`src/rtl/bitty_ctrl_pkg.sv`:
```
// Shared definitions for the bitty ALU control unit: FSM state encoding,
// instruction format codes and instruction field bit positions.
// Used by bitty_ctrl; the register file is width-parameterised and standalone.
package bitty_ctrl_pkg;

  typedef enum logic [1:0] {
    IDLE  = 2'd0,
    FETCH = 2'd1,
    EXEC  = 2'd2,
    WB    = 2'd3
  } state_t;

  localparam logic [1:0] FMT_ALU = 2'b00;
  localparam logic [1:0] FMT_LDI = 2'b01;
  localparam logic [1:0] FMT_CMP = 2'b10;
  localparam logic [1:0] FMT_ILL = 2'b11;

  // Instruction field positions (low bit of each field unless noted)
  localparam int RX_LO    = 13;
  localparam int RY_LO    = 10;
  localparam int SEL_LO   = 6;
  localparam int SEL_W    = 4;
  localparam int MODE_BIT = 5;
  localparam int IMM_LO   = 5;
  localparam int IMM_W    = 8;
  localparam int FMT_LO   = 0;

endpackage

```
`src/rtl/bitty_regfile.sv`:
```
// Register file: 2**REG_ADDR_W x DATA_W, two combinational operand reads plus a debug read.
// Latency: reads combinational, write lands on the rising edge; synchronous reset clears all.
// Option BITTY_CTRL_R0_ZERO_EN: R0 reads as zero and writes to it are dropped.
module bitty_regfile #(
  parameter int DATA_W     = 16,
  parameter int REG_ADDR_W = 3
) (
  input  logic                  clk,
  input  logic                  reset,
  input  logic [REG_ADDR_W-1:0] rd_addr_a,
  output logic [DATA_W-1:0]     rd_data_a,
  input  logic [REG_ADDR_W-1:0] rd_addr_b,
  output logic [DATA_W-1:0]     rd_data_b,
  input  logic [REG_ADDR_W-1:0] dbg_addr,
  output logic [DATA_W-1:0]     dbg_data,
  input  logic                  wr_en,
  input  logic [REG_ADDR_W-1:0] wr_addr,
  input  logic [DATA_W-1:0]     wr_data
);

  localparam int NREG = 2 ** REG_ADDR_W;

  logic [DATA_W-1:0] regs [NREG];
  logic              wr_ok;

`ifdef BITTY_CTRL_R0_ZERO_EN
  assign wr_ok     = wr_en && (wr_addr != '0);
  assign rd_data_a = (rd_addr_a == '0) ? '0 : regs[rd_addr_a];
  assign rd_data_b = (rd_addr_b == '0) ? '0 : regs[rd_addr_b];
  assign dbg_data  = (dbg_addr  == '0) ? '0 : regs[dbg_addr];
`else
  assign wr_ok     = wr_en;
  assign rd_data_a = regs[rd_addr_a];
  assign rd_data_b = regs[rd_addr_b];
  assign dbg_data  = regs[dbg_addr];
`endif

  // Storage: clear everything on reset, otherwise a single write per cycle
  always_ff @(posedge clk) begin
    if (reset) begin
      for (int i = 0; i < NREG; i++) regs[i] <= '0;
    end else if (wr_ok) begin
      regs[wr_addr] <= wr_data;
    end
  end

endmodule

```
`src/rtl/bitty_ctrl.sv`:
```
// Control unit driving the bitty ALU: decode, operand fetch, execute, writeback.
// Latency: ALU/CMP retire 3 cycles after accept, LDI and illegal retire 1 cycle after accept.
// Backpressure: instr_ready only in IDLE; one instruction in flight. Option: BITTY_CTRL_R0_ZERO_EN.
module bitty_ctrl
  import bitty_ctrl_pkg::*;
#(
  parameter int DATA_W     = 16,
  parameter int REG_ADDR_W = 3
) (
  input  logic                  clk,
  input  logic                  reset,
  input  logic                  instr_valid,
  output logic                  instr_ready,
  input  logic [15:0]           instr,
  output logic [DATA_W-1:0]     alu_in_a,
  output logic [DATA_W-1:0]     alu_in_b,
  output logic [3:0]            alu_select,
  output logic                  alu_mode,
  input  logic [DATA_W-1:0]     alu_out,
  input  logic                  alu_carry,
  input  logic                  alu_compare,
  output logic                  carry_flag,
  output logic                  compare_flag,
  output logic                  done,
  output logic                  err,
  input  logic [REG_ADDR_W-1:0] dbg_addr,
  output logic [DATA_W-1:0]     dbg_data
);

  state_t                  state, state_nxt;
  logic [15:0]             ir;
  logic [DATA_W-1:0]       result;
  logic [REG_ADDR_W-1:0]   rx, ry;
  logic [1:0]              ir_fmt, in_fmt;
  logic [DATA_W-1:0]       rd_a, rd_b;
  logic                    wr_en;
  logic [DATA_W-1:0]       wr_data;
  logic [DATA_W-1:0]       imm_ext;

  // Reserved bits [4:2] carry no meaning
  logic unused_rsvd;
  assign unused_rsvd = ^ir[4:2];

  assign rx      = ir[RX_LO +: REG_ADDR_W];
  assign ry      = ir[RY_LO +: REG_ADDR_W];
  assign ir_fmt  = ir[FMT_LO +: 2];
  assign in_fmt  = instr[FMT_LO +: 2];
  assign imm_ext = {{(DATA_W-IMM_W){1'b0}}, ir[IMM_LO +: IMM_W]};

  assign instr_ready = (state == IDLE) && !reset;
  assign done        = (state == WB) && !reset;
  assign err         = done && (ir_fmt == FMT_ILL);
  assign wr_en       = done && ((ir_fmt == FMT_ALU) || (ir_fmt == FMT_LDI));
  assign wr_data     = (ir_fmt == FMT_LDI) ? imm_ext : result;

  bitty_regfile #(
    .DATA_W     (DATA_W),
    .REG_ADDR_W (REG_ADDR_W)
  ) u_regfile (
    .clk       (clk),
    .reset     (reset),
    .rd_addr_a (rx),
    .rd_data_a (rd_a),
    .rd_addr_b (ry),
    .rd_data_b (rd_b),
    .dbg_addr  (dbg_addr),
    .dbg_data  (dbg_data),
    .wr_en     (wr_en),
    .wr_addr   (rx),
    .wr_data   (wr_data)
  );

  // State register
  always_ff @(posedge clk) begin
    if (reset) state <= IDLE;
    else       state <= state_nxt;
  end

  // Next state: ALU/CMP take the full operand path, LDI/illegal go straight to writeback
  always_comb begin
    state_nxt = state;
    case (state)
      IDLE: begin
        if (instr_valid) begin
          if ((in_fmt == FMT_ALU) || (in_fmt == FMT_CMP)) state_nxt = FETCH;
          else                                            state_nxt = WB;
        end
      end
      FETCH:   state_nxt = EXEC;
      EXEC:    state_nxt = WB;
      WB:      state_nxt = IDLE;
      default: state_nxt = IDLE;
    endcase
  end

  // Datapath registers: IR on accept, ALU operands in FETCH, result and flags in EXEC
  always_ff @(posedge clk) begin
    if (reset) begin
      ir           <= '0;
      result       <= '0;
      alu_in_a     <= '0;
      alu_in_b     <= '0;
      alu_select   <= '0;
      alu_mode     <= 1'b0;
      carry_flag   <= 1'b0;
      compare_flag <= 1'b0;
    end else begin
      case (state)
        IDLE: if (instr_valid) ir <= instr;
        FETCH: begin
          alu_in_a   <= rd_a;
          alu_in_b   <= rd_b;
          alu_select <= ir[SEL_LO +: SEL_W];
          alu_mode   <= ir[MODE_BIT];
        end
        EXEC: begin
          result       <= alu_out;
          carry_flag   <= alu_carry;
          compare_flag <= alu_compare;
        end
        default: ;
      endcase
    end
  end

endmodule

```
`config.mk`:
```
export PLATFORM = sky130hd
export DESIGN_NAME = bitty_ctrl
export DESIGN_NICKNAME = d
export VERILOG_FILES = /design/src/rtl/bitty_ctrl_pkg.sv /design/src/rtl/bitty_regfile.sv /design/src/rtl/bitty_ctrl.sv
export SDC_FILE = /design/constraint.sdc
export NUM_CORES = 1
export LEC_CHECK = 0
export CAP_MARGIN = 20
export CORE_UTILIZATION = 40
export DETAILED_ROUTE_END_ITERATION = 8
export PLACE_DENSITY = 0.71
export SETUP_SLACK_MARGIN = 0.05
export SLEW_MARGIN = 10
export SYNTH_ARGS = -nofsm -noshare
export SYNTH_HDL_FRONTEND = slang
export SYNTH_SLANG_ARGS = --single-unit
```
`constraint.sdc`:
```
create_clock -name clk -period 1.8 [get_ports clk]
set_input_delay 0.27 -clock clk [delete_from_list [all_inputs] [get_ports clk]]
set_output_delay 0.27 -clock clk [all_outputs]
set_load 0.005 [all_outputs]
```
==> out/metrics.csv <==
stage;metric;value;unit
synth;Post-Syn Area;10300;sq um
synth;syn_area_per_cell;12.0;sq um
timing;RSZ-0062 raised after global routing;true;
drt;WL final;32.9;mm
timing;part of the cycle the worst path needs;114;%
finish;multi-input logic area;4990;sq um
finish;Nets;1177;
synth;Yosys top cell area share;37.2;%
drt;1st-iter DRT viols;848;
timing;fin. max-slew vios;0;
worst_setup_path;WS Path Type;reg -> out;
worst_setup_path;critical path, cell by cell;mux4_2, mux2_4, buf_6;
timing;worst rel slew slack;55.8;%
timing;Clock Skew;0.0143;ns
worst_setup_path;R2R depth;7;
power;Pleak;5.31;nW
worst_setup_path;crit start category;flop;
outcome;failing checks;setup timing;
worst_setup_path;critical path endpoint category;output pin;
clock_network;Worst-Skew Late Latency;0.45;ns
synth;sequential cell area fraction in the yosys report;50.7;%
floorplan;core area;25300;sq um
floorplan;Die Y;163;um
power;Power Density;1010;nW/um^2
synth;Synth Flop Type;edfxtp_1;
worst_setup_path;FF-to-FF Start;state[1];
worst_hold_path;hold path cells;3;
synth;Yosys warning count;0;
floorplan;die area;26500;sq um
finish;share of cells above drive strength 1;38.7;%
placement;Post-DP Area;13000;sq um
worst_setup_path;CP max FO;3;
power;Worst VDD drop;0.626;mV
worst_setup_path;worst setup path start;u_regfile.regs[0][14];
synth;Synth area leader;edfxtp_1;
worst_setup_path;worst path required time;1.53;ns
floorplan;row count;58;
drt;drt first pass iters;6;
clock_network;CTS tree;built;
worst_hold_path;Min-Delay Path Class;in -> reg;
drt;per-cell routed wire length;22.3;um
synth;Post-synth EDFFs;128;
drt;via count;8539;
drt;drc violations;0;
clock_network;Num CTS Buffers;17;
finish;fin util;56.6;%
finish;register area;5260;sq um
timing;Finish-stage setup viols;17;
floorplan;Initial Utilization;41.0;%
timing;Worst Tran Pin Value;0.663;ns
placement;dpl hpwl;22.2;mm
synth;Cells after Synth;864;
floorplan;I/O pin count;98;
synth;post-synth cell types;43;
floorplan;Die X;163;um
worst_setup_path;r2r setup slk;0.02;ns
timing;Tmin final;2.05;ns
clock_network;root buf cell;clkbuf_16;
timing;fmax;0.487;GHz
worst_hold_path;Hold Path Sink;ir[9];
synth;largest cells by area after synthesis;edfxtp_1, dfxtp_1, mux2i_1;
clock_network;H-tree Lvls;4;
drt;Via-to-Cell Ratio;5.79;
clock_network;Clock Tree Buf Depth;2;
run;MaxCap Viol Count;0;
worst_setup_path;Top delay family on crit path;multiplexers;
global_routing;Tot GR Track Use;25.0;%
synth;Seq cells post-synth;198;
global_routing;vias in the first global route;8525;
worst_setup_path;worst path arrival time;1.78;ns
synth;Synth Net Count;909;
clock_network;clock-pin slew of the registers on the worst-case setup and hold paths;0.09;ns
outcome;run status;finished, violations left;
worst_setup_path;Largest stage delay, worst path;0.49;ns
global_routing;initial antenna violation count;0;
global_routing;first-pass GRT wire length;49.1;mm
synth;Async S/R FF share, synth;0;%
drt;Final ANT Viol Nets;0;
finish;commonest non-fill, non-tap cells in the layout;nor2_1, buf_4, edfxtp_1;
finish;fillers;2039;
timing;Final Hold Vio Count;0;
finish;Syn-to-layout area delta;38.2;%
placement;GPL Wtd Cong;0.873;
global_routing;grt total ovfl;0;
worst_setup_path;Crit Reg-Reg Endpoint;u_regfile.regs[2][7];
timing;setup ws final;-0.254;ns
worst_setup_path;Worst path slowest cell;mux4_2;
placement;port bufs;94;
worst_hold_path;hold path startpoint;instr[9];
finish;commonest non-fill, non-tap cell in the layout;nor2_1;
global_routing;largest net degree at the start of global routing;42;
worst_setup_path;CP bufs+invs;1;
finish;Final Cell Area;14300;sq um
placement;worst slack, placed;-0.586;ns
clock_network;clock sink total;198;
finish;diodes inserted;0;
## layout make-up
cell class	count	area share, %
clock buffer	17	2.98
multi-input combinational	598	34.9
clock inverter	15	1.23
timing repair buffer	315	21.1
inverter	2	0.0700
tap	330	2.89
sequential	198	36.8
## sequential cells by signal (all words and copies together) (netlist names)
name and cells:
result 16, compare_flag 1, alu_in_a 16, alu_in_b 16
alu_select 4, state 2, u_regfile.regs 128, ir 13
carry_flag 1, alu_mode 1
## what timing repair did
| action | CTS | global route |
|---|---|---|
| hold buffers | 0 | 0 |
| gates cloned | 1 | 1 |
| pin swaps | 8 | 18 |
| gates resized for setup | 143 | 52 |
| buffers inserted | 19 | 17 |
| setup endpoints to repair | 166 | 205 |
## through the flow
step	hold WS (ns)	total power, mW	cells	setup TNS [ns]
finish	0.355	14.5	1475	-3.61
global route	0.381	15.1	1475	-5.13
CTS	0.345	14.2	1458	-3.66
detailed placement	0.468	10.1	1407	-9.48
global placement	0.453	10.0	1407	-8.66
floorplan	0.406	8.12	864	0
## power by group
group	switching, mW	internal [mW]	total [mW]
Combinational	2.37	2.56	4.93
Sequential	0.357	5.32	5.68
Clock	2.00	1.89	3.90
## worst reg2reg max path, delay by kind of cell (launching register included)
kind | cells | cell delay, ns
adders and majority gates | 1 | 0.12
and+or+nand+nor | 4 | 0.68
buffers and inverters | 2 | 0.31
DFF | 1 | 0.38
## routing by layer
layer  GRT usage [%]  up-vias  share of wire (%)
met2            40.3      465                 47
li1                -     3760                  -
met4            10.4        0                3.6
met1            33.3     4234                 41
met3            4.28       80                8.0
met5               0        -                  0
## kinds of logic after synthesis
logic type | after synthesis | synth area share (%)
compound gates | 115 | 8.98
flops | 198 | 50.7
buf+inv | 68 | 3.81
simple gates | 278 | 11.3
mux | 200 | 24.6
fa+ha+maj | 5 | 0.605
## how the worst max path moves through the flow
stage               cells past startpoint                    to  slack, ns
floorplan                               5  u_regfile.regs[7][0]       0.05
global placement                        5           dbg_data[4]      -0.57
detailed placement                      5           dbg_data[4]      -0.59
CTS                                     3           dbg_data[4]      -0.26
global route                            3           dbg_data[4]      -0.29
finish                                  3          dbg_data[14]      -0.25
## cells in the mapped netlist (3+ instances only)
cell type / n
buf_2: 17
nor3_1: 8
o21ai_0: 8
dfxtp_1: 70
a21oi_1: 18
mux2i_1: 100
a221o_1: 16
o221ai_1: 3
nand2b_1: 11
mux2_2: 63
edfxtp_1: 128
nor2b_1: 9
nor2_1: 187
buf_6: 9
buf_4: 13
and3b_1: 3
a211oi_1: 15
a22oi_1: 10
ha_1: 5
nand2_1: 48
o22ai_1: 13
clkbuf_1: 22
o221a_2: 3
a32oi_1: 5
a211oi_2: 16
buf_1: 4
o211ai_1: 3
mux4_2: 37
(Power assumes the default switching activity.)
